File: config.mk
export PLATFORM = sky130hd
export DESIGN_NAME = debug_uart_tx_flat
export DESIGN_NICKNAME = d
export VERILOG_FILES = /design/src/rtl/debug_uart_tx_if.sv /design/src/rtl/debug_uart_tx.sv /design/src/flat_wrapper.sv
export SDC_FILE = /design/constraint.sdc
export NUM_CORES = 1
export LEC_CHECK = 0
export BUFFER_PORTS_ARGS = -buffer_cell sky130_fd_sc_hd__buf_2
export CAP_MARGIN = 20
export CORE_UTILIZATION = 62
export CTS_CLUSTER_DIAMETER = 120
export DETAILED_ROUTE_END_ITERATION = 7
export GPL_TIMING_DRIVEN = 0
export PLACE_DENSITY = 0.83
export SYNTH_ARGS = -nofsm -noshare
export SYNTH_HDL_FRONTEND = slang
export SYNTH_SLANG_ARGS = --single-unit
File: constraint.sdc
create_clock -name clk -period 9.9 [get_ports clk]
set_input_delay 0.99 -clock clk [delete_from_list [all_inputs] [get_ports clk]]
set_output_delay 0.99 -clock clk [all_outputs]
set_load 0.01 [all_outputs]
File: src/rtl/debug_uart_tx_if.sv
// Signal bundle between the CPU debug ports and the debug UART transmitter.
// start is a request with no separate ready: it is taken on any rising edge where busy is low and dropped otherwise.
interface debug_uart_tx_if;
  logic       start;
  logic [7:0] debug_port1;
  logic [7:0] debug_port2;
  logic [7:0] debug_port3;
  logic [7:0] debug_port4;
  logic [7:0] debug_port5;
  logic [7:0] debug_port6;
  logic [7:0] debug_port7;
  logic       tx;
  logic       busy;
  logic       done;
  logic [1:0] fsmState;

  modport master (
    output start, debug_port1, debug_port2, debug_port3, debug_port4,
           debug_port5, debug_port6, debug_port7,
    input  tx, busy, done, fsmState
  );

  modport slave (
    input  start, debug_port1, debug_port2, debug_port3, debug_port4,
           debug_port5, debug_port6, debug_port7,
    output tx, busy, done, fsmState
  );
endinterface

File: src/rtl/debug_uart_tx.sv
// Debug packet transmitter: captures seven CPU debug bytes and sends
// SYNC, p1..p7, XOR checksum as 8N1 UART frames with no gap between bytes.
module debug_uart_tx #(
  parameter int         CLKS_PER_BIT = 434,
  parameter logic [7:0] SYNC_BYTE    = 8'hA5
) (
  input logic           clk,
  input logic           nreset,
  debug_uart_tx_if.slave bus
);

  localparam int             BW        = $clog2(CLKS_PER_BIT);
  localparam logic [BW-1:0]  BAUD_LAST = BW'(CLKS_PER_BIT - 1);

  typedef enum logic [1:0] {IDLE, START_BIT, DATA_BITS, STOP_BIT} stateT;

  stateT         state, stateNext;
  logic [BW-1:0] baudCnt, baudNext;
  logic [2:0]    bitIdx, bitNext;
  logic [3:0]    byteIdx, byteNext;
  logic [7:0]    captureBuf [7];
  logic [7:0]    chk;
  logic [7:0]    nextByte;
  logic          capture;
  logic          doneNext;
  logic          txNext;
  logic          baudEnd;
  logic          txReg, busyReg, doneReg;

  assign baudEnd = (baudCnt == BAUD_LAST);

  always_comb begin
    stateNext = state;
    baudNext  = baudCnt;
    bitNext   = bitIdx;
    byteNext  = byteIdx;
    capture   = 1'b0;
    doneNext  = 1'b0;
    case (state)
      IDLE: begin
        if (bus.start) begin
          capture   = 1'b1;
          stateNext = START_BIT;
          baudNext  = '0;
          bitNext   = '0;
          byteNext  = '0;
        end
      end
      START_BIT: begin
        if (baudEnd) begin
          baudNext  = '0;
          bitNext   = '0;
          stateNext = DATA_BITS;
        end else begin
          baudNext = baudCnt + 1'b1;
        end
      end
      DATA_BITS: begin
        if (baudEnd) begin
          baudNext = '0;
          if (bitIdx == 3'd7) stateNext = STOP_BIT;
          else                bitNext   = bitIdx + 3'd1;
        end else begin
          baudNext = baudCnt + 1'b1;
        end
      end
      STOP_BIT: begin
        if (baudEnd) begin
          baudNext = '0;
          if (byteIdx == 4'd8) begin
            stateNext = IDLE;
            doneNext  = 1'b1;
          end else begin
            byteNext  = byteIdx + 4'd1;
            stateNext = START_BIT;
          end
        end else begin
          baudNext = baudCnt + 1'b1;
        end
      end
      default: stateNext = IDLE;
    endcase
  end

  // The buffer is stable while busy, so the next byte can be picked from it directly.
  always_comb begin
    nextByte = SYNC_BYTE;
    if (byteNext == 4'd8)      nextByte = chk;
    else if (byteNext != 4'd0) nextByte = captureBuf[3'(byteNext - 4'd1)];
  end

  always_comb begin
    txNext = 1'b1;
    case (stateNext)
      START_BIT: txNext = 1'b0;
      DATA_BITS: txNext = nextByte[bitNext];
      default:   txNext = 1'b1;
    endcase
  end

  always_ff @(posedge clk or negedge nreset) begin
    if (!nreset) begin
      state   <= IDLE;
      baudCnt <= '0;
      bitIdx  <= '0;
      byteIdx <= '0;
      chk     <= '0;
      for (int i = 0; i < 7; i++) captureBuf[i] <= '0;
      txReg   <= 1'b1;
      busyReg <= 1'b0;
      doneReg <= 1'b0;
    end else begin
      state   <= stateNext;
      baudCnt <= baudNext;
      bitIdx  <= bitNext;
      byteIdx <= byteNext;
      if (capture) begin
        captureBuf[0] <= bus.debug_port1;
        captureBuf[1] <= bus.debug_port2;
        captureBuf[2] <= bus.debug_port3;
        captureBuf[3] <= bus.debug_port4;
        captureBuf[4] <= bus.debug_port5;
        captureBuf[5] <= bus.debug_port6;
        captureBuf[6] <= bus.debug_port7;
        chk <= bus.debug_port1 ^ bus.debug_port2 ^ bus.debug_port3 ^
               bus.debug_port4 ^ bus.debug_port5 ^ bus.debug_port6 ^
               bus.debug_port7;
      end
      txReg   <= txNext;
      busyReg <= (stateNext != IDLE);
      doneReg <= doneNext;
    end
  end

  assign bus.tx       = txReg;
  assign bus.busy     = busyReg;
  assign bus.done     = doneReg;
  assign bus.fsmState = state;

endmodule

File: src/flat_wrapper.sv
// flat-port wrapper written by rule: the top's interface ports become plain ports
module debug_uart_tx_flat 
#(
  parameter int         CLKS_PER_BIT = 434,
  parameter logic [7:0] SYNC_BYTE    = 8'hA5
)
  (clk, nreset, bus_start, bus_debug_port1, bus_debug_port2, bus_debug_port3, bus_debug_port4, bus_debug_port5, bus_debug_port6, bus_debug_port7, bus_tx, bus_busy, bus_done, bus_fsmState);
  debug_uart_tx_if bus_i ();
  input logic clk;
  input logic nreset;
  input wire logic [$bits(bus_i.start)-1:0] bus_start;
  input wire logic [$bits(bus_i.debug_port1)-1:0] bus_debug_port1;
  input wire logic [$bits(bus_i.debug_port2)-1:0] bus_debug_port2;
  input wire logic [$bits(bus_i.debug_port3)-1:0] bus_debug_port3;
  input wire logic [$bits(bus_i.debug_port4)-1:0] bus_debug_port4;
  input wire logic [$bits(bus_i.debug_port5)-1:0] bus_debug_port5;
  input wire logic [$bits(bus_i.debug_port6)-1:0] bus_debug_port6;
  input wire logic [$bits(bus_i.debug_port7)-1:0] bus_debug_port7;
  output wire logic [$bits(bus_i.tx)-1:0] bus_tx;
  output wire logic [$bits(bus_i.busy)-1:0] bus_busy;
  output wire logic [$bits(bus_i.done)-1:0] bus_done;
  output wire logic [$bits(bus_i.fsmState)-1:0] bus_fsmState;
  assign bus_i.start = bus_start;
  assign bus_i.debug_port1 = bus_debug_port1;
  assign bus_i.debug_port2 = bus_debug_port2;
  assign bus_i.debug_port3 = bus_debug_port3;
  assign bus_i.debug_port4 = bus_debug_port4;
  assign bus_i.debug_port5 = bus_debug_port5;
  assign bus_i.debug_port6 = bus_debug_port6;
  assign bus_i.debug_port7 = bus_debug_port7;
  assign bus_tx = bus_i.tx;
  assign bus_busy = bus_i.busy;
  assign bus_done = bus_i.done;
  assign bus_fsmState = bus_i.fsmState;
  debug_uart_tx #(.CLKS_PER_BIT(CLKS_PER_BIT), .SYNC_BYTE(SYNC_BYTE)) u_core (.clk(clk), .nreset(nreset), .bus(bus_i));
endmodule
==> impl_metrics.csv <==
group,metric,value,unit
status,status,"completed",
sta,hold_viol,0,
finish,regArea,2130,um2
cts,cts_setup_buffers,0,
cts,htree_num_levels,3,
grt,grt_pass1_wl,17.0,mm
grt,grt_max_degree,67,
placement,place_hpwl,7.76,mm
sta,tns,0,ns
yosys,ys_warn_count,0,
route,drtPass1Iterations,5,
sta,clock_skew,0.0101,ns
finish,antenna_cells,0,
floorplan,fp.dieH,89.6,um
route,vias,3455,
placement,gp_congestion,0.939,
min_path,min_path_type,"reg -> reg",
floorplan,dieArea,8030,um2
sta,min_period,4.28,ns
grt,antenna_found_initial,0,
worst_setup_path,reg2reg_from,"u_core.baudCnt[1]",
yosys,synth-async-reset-ratio,100,%
sta,drv_slew,0,
power_and_ir_drop,p_int,0.000526,W
worst_setup_path,worst_r2r_path_depth,18,
worst_setup_path,critPathCapture,"u_core.bus.tx",
sta,timing.fmax,0.234,GHz
cts,clk_pin_slew,0.09,ns
worst_setup_path,crit_path_end_kind,"flip-flop",
worst_setup_path,worstPathMaxFanout,10,
job,drv_cap,0,
worst_setup_path,crit_chain,"inv_1, ha_1, and4b_4, and2_4, buf_6, o211ai_1, or2_1, buf_6, inv_8, buf_12, buf_12, ha_1, or3b_1, a21oi_1, nor2_1, a2111oi_2, a21oi_1, o211ai_2",
min_path,hold_start,"u_core.chk[5]",
cts,cts_buffer_depth,2,
finish,multi_input_area,2470,um2
route,drc,0,
cts,ctsHoldBuffers,0,
worst_setup_path,arrival,4.55,ns
yosys,ys_types,65,
placement,io_buffers,63,
finish,nets,548,
worst_setup_path,slowest_stage,"a21oi_1",
worst_setup_path,rrSetupSlack,5.62,ns
sta,worst_pin_slew,0.851,ns
finish,area_growth,14.6,%
sta,finalCritPeriodShare,43.2,%
cts,tritoncts,"yes",
route,wl,10.5,mm
yosys,synthFlopType,"dfrtp_1",
yosys,syn-num-nets,473,
sta,setup_viol,0,
yosys,synth_edf_count,0,
power_and_ir_drop,p_sw_share,23.2,%
cts,clock_sinks,85,
worst_setup_path,cp.required,10.17,ns
floorplan,start_util,64.9,%
yosys,synth_largest_area_cell,"dfrtp_1",
floorplan,die_x,89.6,um
worst_setup_path,r2r-end,"u_core.bus.tx",
yosys,synth_commonest_cells,"dfrtp_1, mux2_2, xnor2_1",
cts,cts_inserted_buffers,9,
power_and_ir_drop,vdd_ir_drop_max,0.000101,V
cts,cts_resized,0,
finish,n_fill_cell,506,
power_and_ir_drop,seq_power_share,50.7,%
yosys,syn_area_per_cell,11.8,um2
sta,holdWs,0.485,ns
route,drtIter0Drc,244,
sta,relSlewSlack,43.2,%
route,antenna_left,0,
worst_setup_path,worstSetupPathType,"reg -> reg",
power_and_ir_drop,power,0.000685,W
power_and_ir_drop,p_clk_share,40.6,%
power_and_ir_drop,p_switching,0.000159,W
floorplan,row_count,31,
route,viasPerCell,5.94,
worst_setup_path,cp-startpoint,"u_core.baudCnt[1]",
power_and_ir_drop,p_per_area,126,nW/um2
cts,clkLatencyLatePin,0.36,ns
floorplan,ioPinCount,64,
power_and_ir_drop,leakagePower,2.56,nW
grt,grt_pass1_vias,3540,
worst_setup_path,slowest_delay,0.60,ns
cts,root_buffer,"clkbuf_8",
worst_setup_path,startpoint_type,"flip-flop",
yosys,syn_area,4760,um2
yosys,synth_top_area_share,44.2,%
yosys,seq_area_frac_synth,44.7,%
yosys,netlist_instances,403,
yosys,yosys-top-cells-area,"dfrtp_1, mux2_2, xnor2_1, ha_1, mux4_2",
sta,rsz0062_at_grt,"false",
grt,overflow,0,
grt,grtUsageTotal,28.8,%
yosys,ys_ff_latch,85,
route,wl_per_cell,18.0,um
floorplan,core_area,7330,um2
finish,drive_above_1_share,35.4,%
power_and_ir_drop,pwr-share-comb,8.8,%
yosys,synth.most_common_cell,"dfrtp_1",
## worst min-delay path by stage
| stage | endpoint | slack, ns | depth (start not counted) |
|---|---|---|---|
| 5_1_grt | u_core.captureBuf[18] | 0.51 | 1 |
| 3_5_place_dp | u_core.chk[4] | 0.47 | 2 |
| 3_3_place_gp | u_core.chk[5] | 0.46 | 2 |
| 6_report | u_core.chk[5] | 0.48 | 2 |
| 4_1_cts | u_core.chk[5] | 0.49 | 2 |
| 2_1_floorplan | u_core.chk[5] | 0.44 | 2 |
## layout make-up
type                            instances  area share, %
Clock inverter                          5           1.54
Sequential cell                        85           39.0
Buffer                                 16           2.09
Inverter                               11          0.895
Multi-Input combinational cell        291           45.2
Clock buffer                           11           2.59
Tap cell                               99           2.27
Timing Repair Buffer                   64           6.33
## cell families after synthesis
kind of cell	after synthesis	synth area share [%]
XOR/XNOR	57	10.5
adder cells (fa/ha/maj)	11	2.89
multiplexers	75	19.1
AND/OR/NAND/NOR	87	10.2
AO/OA/AOI/OAI	61	9.15
buffers and inverters	27	3.42
flip-flops	85	44.7
## registers in the layout, indices dropped and copies added (netlist names)
signal / cells
u_core.bus.tx: 1
u_core.captureBuf: 56
u_core.bitIdx: 3
u_core.bus.done: 1
u_core.baudCnt: 9
u_core.bus.busy: 1
u_core.bus.fsmState: 2
u_core.byteIdx: 4
u_core.chk: 8
## per-layer routing
layer  share of wire (%)  wire length [um]  global-route usage (%)
met5                   0                 0                       0
met4                 2.2               234                    13.0
met3                 4.5               473                    5.12
met2                  51              5370                    49.5
met1                  42              4420                    35.7
## worst max-delay path, delay by kind of cell (launching register included)
| kind | cells | cell delay [ns] |
|---|---|---|
| flip-flops | 1 | 0.43 |
| adder cells (fa/ha/maj) | 2 | 0.42 |
| AO/OA/AOI/OAI | 5 | 1.45 |
| AND/OR/NAND/NOR | 5 | 1.18 |
| buffers and inverters | 6 | 0.69 |
## metrics by stage
| stage | instance area (um2) | instances | utilization [%] | setup slack, ns |
|---|---|---|---|---|
| finish | 5450 | 582 | 74.4 | 5.62 |
| global route | 5450 | 582 | 74.4 | 5.37 |
| CTS | 5450 | 582 | 74.4 | 5.70 |
| detailed placement | 5230 | 566 | 71.3 | 5.55 |
| global placement | 5200 | 565 | 70.9 | 5.65 |
| floorplan | 4760 | 403 | - | 6.21 |
## cells in the final DEF, fill, tap and decap left out, types with 8 or more instances in the layout
cell type and instances:
a21oi_1 12, buf_2 67, clkbuf_1 8, clkbuf_8 10, dfrtp_1 84, ha_1 11
inv_1 9, mux2_2 60, nand2_1 26, nor2_1 15, o21ai_0 16, xnor2_1 44
xor2_1 13
## power groups by stage
stage | Clock [W] | Sequential [W] | Combinational (W)
finish | 0.000278 | 0.000347 | 0.0000601
detailed placement | 0 | 0.000354 | 0.0000601
floorplan | 0 | 0.000354 | 0.0000301
global route | 0.000295 | 0.000347 | 0.0000658
CTS | 0.000279 | 0.000347 | 0.0000607
global placement | 0 | 0.000354 | 0.0000574
Power figures use the tool's default switching activity.
